**config.mk**
```make
export PLATFORM = sky130hd
export DESIGN_NAME = timer_ctrl
export DESIGN_NICKNAME = d
export VERILOG_FILES = /design/src/rtl/timer_ctrl_pkg.sv /design/src/rtl/timer_prescaler.sv /design/src/rtl/timer_ctrl.sv
export SDC_FILE = /design/constraint.sdc
export NUM_CORES = 1
export LEC_CHECK = 0
export ABC_AREA = 1
export CAP_MARGIN = 0
export CORE_MARGIN = 3
export CORE_UTILIZATION = 40
export DETAILED_ROUTE_END_ITERATION = 7
export GPL_TIMING_DRIVEN = 0
export SYNTH_ARGS = -nofsm -noshare
export SYNTH_HDL_FRONTEND = slang
export SYNTH_SLANG_ARGS = --single-unit
```
**constraint.sdc**
```tcl
create_clock -name clock -period 3.9 [get_ports clock]
set_input_delay 0.78 -clock clock [delete_from_list [all_inputs] [get_ports clock]]
set_output_delay 0.78 -clock clock [all_outputs]
set_load 0.02 [all_outputs]
```
**src/rtl/timer_ctrl_pkg.sv**
```systemverilog
// timer_ctrl_pkg: state encoding and default widths shared by the timer control block
package timer_ctrl_pkg;
   typedef enum logic [1:0] {IDLE, CLEAR, RUN} timer_state_t;
   localparam int PRESCALE_W_DEF = 8;
   localparam int WRAP_W_DEF = 8;
endpackage

```
**src/rtl/timer_prescaler.sv**
```systemverilog
// timer_prescaler: divides the clock by prescale_q+1, restarting from 0 whenever held
module timer_prescaler
   import timer_ctrl_pkg::*;
#(
   parameter int PRESCALE_W = PRESCALE_W_DEF
) (
   input  logic                  clock,
   input  logic                  reset,
   input  logic                  hold,
   input  logic [PRESCALE_W-1:0] prescale_q,
   output logic                  tick
);
   logic [PRESCALE_W-1:0] pre_cnt_q, pre_cnt_d;
   assign tick = pre_cnt_q == prescale_q;
   assign pre_cnt_d = (hold || tick) ? '0 : pre_cnt_q + 1'b1;
   always_ff @(posedge clock) pre_cnt_q <= reset ? '0 : pre_cnt_d;
endmodule

```
**src/rtl/timer_ctrl.sv**
```systemverilog
// timer_ctrl: prescaled enable, clear pulse and one-shot/periodic control for a 16-bit up-counter
module timer_ctrl
   import timer_ctrl_pkg::*;
#(
   parameter int PRESCALE_W = PRESCALE_W_DEF,
   parameter int WRAP_W     = WRAP_W_DEF
) (
   input  logic                  clock,
   input  logic                  reset,
   input  logic                  start,
   input  logic                  stop,
   input  logic                  oneshot,
   input  logic [PRESCALE_W-1:0] prescale,
   input  logic                  count_tc,
   input  logic                  irq_ack,
   output logic                  count_en,
   output logic                  cnt_clear,
   output logic                  busy,
   output logic                  done,
   output logic                  irq,
   output logic [WRAP_W-1:0]     wrap_cnt
);
   timer_state_t          state_q, state_d;
   logic [PRESCALE_W-1:0] prescale_q, prescale_d;
   logic [WRAP_W-1:0]     wrap_q, wrap_d;
   logic                  mode_q, mode_d, irq_q, irq_d, done_q, done_d;
   logic                  go, tc, relatch, tick;
   assign go      = start & ~stop;
   assign tc      = (state_q == RUN) & count_tc;
   assign relatch = go & (state_q != CLEAR);
   // prescaler restarts on any entry to or exit from RUN, so it reads 0 throughout CLEAR
   timer_prescaler #(.PRESCALE_W(PRESCALE_W)) u_prescaler (
      .clock      (clock),
      .reset      (reset),
      .hold       ((state_q != RUN) || (state_d != RUN)),
      .prescale_q (prescale_q),
      .tick       (tick)
   );
   always_comb begin
      state_d = state_q;
      case (state_q)
         IDLE:    state_d = go ? CLEAR : IDLE;
         CLEAR:   state_d = stop ? IDLE : RUN;
         RUN:     state_d = stop ? IDLE : go ? CLEAR : (tc && mode_q) ? IDLE : RUN;
         default: state_d = IDLE;
      endcase
      done_d     = tc & mode_q & ~stop & ~start;
      prescale_d = relatch ? prescale : prescale_q;
      mode_d     = relatch ? oneshot : mode_q;
      wrap_d     = relatch ? '0 : (tc && wrap_q != '1) ? wrap_q + 1'b1 : wrap_q;
      irq_d      = tc | (irq_q & ~irq_ack);
   end
   always_ff @(posedge clock) begin
      if (reset) begin
         state_q    <= IDLE;
         prescale_q <= '0;
         mode_q     <= 1'b0;
         wrap_q     <= '0;
         irq_q      <= 1'b0;
         done_q     <= 1'b0;
      end else begin
         state_q    <= state_d;
         prescale_q <= prescale_d;
         mode_q     <= mode_d;
         wrap_q     <= wrap_d;
         irq_q      <= irq_d;
         done_q     <= done_d;
      end
   end
   assign count_en  = (state_q == RUN) & tick;
   assign cnt_clear = state_q == CLEAR;
   assign busy      = state_q != IDLE;
   assign done      = done_q;
   assign irq       = irq_q;
   assign wrap_cnt  = wrap_q;
endmodule

```
==> impl_results.md <==
- Most frequent cells in the layout: nand2_1, nor2_1, dfxtp_1
- Hpwl dp: 2.27 mm
- Critical path start-end classification: register to output pin
- Die Ht: roughly 65 microns
- Count of final setup violators: 0
- Post-CTS Hold Buffers: 0
- Compound-Gate Fraction of Synth Area: 8.87%
- Static Leak: between 0.6 and 0.7 nW
- Simple-Gate Fraction of Synth Area: a little over 30%
- Register area share after synthesis: between 40% and 50%
- Via count of the first global-routing pass: 1209
- CTS Buf Count: 5
- DR vias: roughly 1.3k
- CP Data Required Time: between 3000 and 4000 ps
- Num rows: 20
- Largest family of logic cells by synthesized area: simple AND/OR/NAND/NOR gates
- WP data arrival: about 1900 ps
- Worst r2r path cells: 7
- Dpl cells: around 270
- #FFs+latches synth: 29
- First-pass GRT wire length: 5.23 mm
- Peak supply drop: around 0.00022 V
- CP startpoint kind: register
- Post-route ant nets: 0
- Slew of the pin with the lowest slew margin: roughly 350 ps
- Clk slew on worst S/H paths: around 90 ps
- Largest net degree at the start of global routing: 11
- DIE WIDTH: around 65 microns
- Max-cap viol count: 0
- Core area: about 0.0032 sq mm
- Non-Filler Instances: roughly 270
- # IOs: 28
- RSZ-0062 raised after global routing: false
- Storage cell area: between 500 and 600 sq um
- Fmax: about 380 MHz
- WL per Instance: around 11 microns
- Synth Warn #: 0
- GPL Wtd Cong: between 0.7 and 0.8
- Place WS: around 1600 ps
- Combinational fraction of design power: roughly a tenth
- Drt first pass iters: 4
- Clk sinks: 29
- Tot Pwr: 0.546 mW
- Netlist cell types: 24
- Worst hold path cell count: 1
- Crit end category: output pin
- Worst Skew: approximately 2.9 ps
- Mapped Nets: roughly 210
- Area occupied by multi-input gates: around 680 sq um
- Setup_tns: 0 ps
- GRT Total Usage: between 15 and 20%
- Fillcell total: approximately 320
- XOR/XNOR Fraction of Synth Area: under 10%
- Worst-Skew Late Latency: approximately 320 ps
- Hold violation count in the final report: 0
- Minimum clock period: around 2700 ps
- Number of port buffers: 27
- Int Power: slightly above 0.4 mW
- Final Cycle Share: between 60 and 70%
- Iter 0 DRT Violations: 54
- Initial antenna violation count: 0
- Slew margin rel.: 76.8%
- HP Class: register to register
- Power per cell area: between 300 and 400 mW/mm^2
- Flop pwr share: 56.3%
- Vias per cell: 4.68
- Finished layout cell area: 0.00176 sq mm
- Starting Density: roughly 44%
- Leading cell type in the layout, fill and taps excluded: nand2_1
- Max Buffers Root-to-Sink: 2
- Final Max Tran Viols: 0
- Sw Share: 24.1%
- Ant diodes: 0
- H-tree levels: 2
- NetSw: between 0.1 and 0.15 mW
- CTS tree: built
- Post-Synth Adder-Cell Area: under 10%
- Post-Syn Area: 0.00138 sq mm
- Dpl cell area: about 0.0017 sq mm
- Crit-path max FO: 6
- Mean post-synth cell area: between 7 and 8 sq um
- # DRC: 0
- CTS resizes: 0
- Reg2reg setup slack: approximately 2500 ps
- Synthesized instance count: 196
- Root Driver: clkbuf_4
- Total wire length: just under 3 mm
- Die ar.: 0.00420 sq mm
- Syn-to-layout area delta: 27.5%
- Status: completed
- Final WS setup: roughly 1200 ps
- Share of layout cells above drive strength 1: between 7 and 8%
- Post-CTS Setup Inserts: 0
- Grt ovf: 0
- NumNets Final: 247
- Clock share of power: between 30% and 40%
- Mux share of post-synthesis cell area: 0%
-- per-layer routing --
layer  routed length [microns]  part of all wire, %  GRT usage [%]
met5                         0                    0              0
met4                        19                 0.64           5.54
met3                       180                  6.1           6.41
met2                      1350                   46           26.4
met1                      1400                   47           18.9
-- final cells by class --
cell class | instances | area share, %
clock buffer | 7 | 3.12
multi-input combinational | 136 | 38.4
inverter | 28 | 5.96
timing repair buffer | 27 | 15.3
sequential | 29 | 32.9
buffer | 3 | 1.14
tap | 44 | 3.12
-- cells in the mapped netlist --
cell,n,area (sq um)
o21ai_1,1,5.00
buf_1,1,3.75
nand3_2,1,10.0
a21oi_2,2,17.5
nand4_1,2,12.5
xnor2_1,6,52.6
nand3b_1,1,7.51
nand2_1,49,184
clkinv_1,1,3.75
nand2_2,3,18.8
xor2_1,6,52.6
a21oi_1,12,60.1
inv_1,26,97.6
nor2_4,1,11.3
buf_2,1,5.00
nor4_1,2,12.5
o21ai_0,8,40.0
dfxtp_1,29,581
nand3_1,9,45.0
buf_6,1,11.3
ha_1,2,25.0
inv_2,1,3.75
nor3_2,1,10.0
nor2_1,30,113
-- flip-flops by register name, indices dropped and copies added, names as in the netlist --
signal and flops:
u_prescaler.pre_cnt_q 8, irq 1, state_q 2, done 1, prescale_q 8, wrap_cnt 8
mode_q 1
-- kinds of logic after synthesis --
logic type | Yosys count
XOR/XNOR | 12
adder cells (fa/ha/maj) | 2
buffers and inverters | 31
AND/OR/NAND/NOR | 99
AO/OA/AOI/OAI | 23
flip-flops | 29
-- critical path: stages (launching register included) --
cell,delay (ps)
dfxtp_1,430
nand2_1,70
nand2_1,60
nand2_1,80
nor2_1,120
nand2_1,90
nor2_1,100
clkdlybuf4s50_1,600
-- per-stage QoR --
step           util (%)  hold WS [ps]
2_1_floorplan         -           418
3_3_place_gp       53.7           445
3_5_place_dp       53.7           451
4_1_cts            55.5           465
5_1_grt            55.5           484
6_report           55.5           462
-- power by group through the flow --
stage	clock [mW]	sequential (mW)	combinational [mW]
CTS	0.193	0.307	0.0529
finish	0.186	0.307	0.0527
global placement	0	0.314	0.0517
global route	0.206	0.309	0.0585
detailed placement	0	0.314	0.0525
floorplan	0	0.314	0.0280
-- path summary, 6_finish.rpt --
check                                               from           to
worst min-delay path                          state_q[0]   state_q[0]
worst min register to register                state_q[0]   state_q[0]
worst max register to register               wrap_cnt[0]  wrap_cnt[2]
worst max-delay path            u_prescaler.pre_cnt_q[0]     count_en
Power figures use the tool's default switching activity.
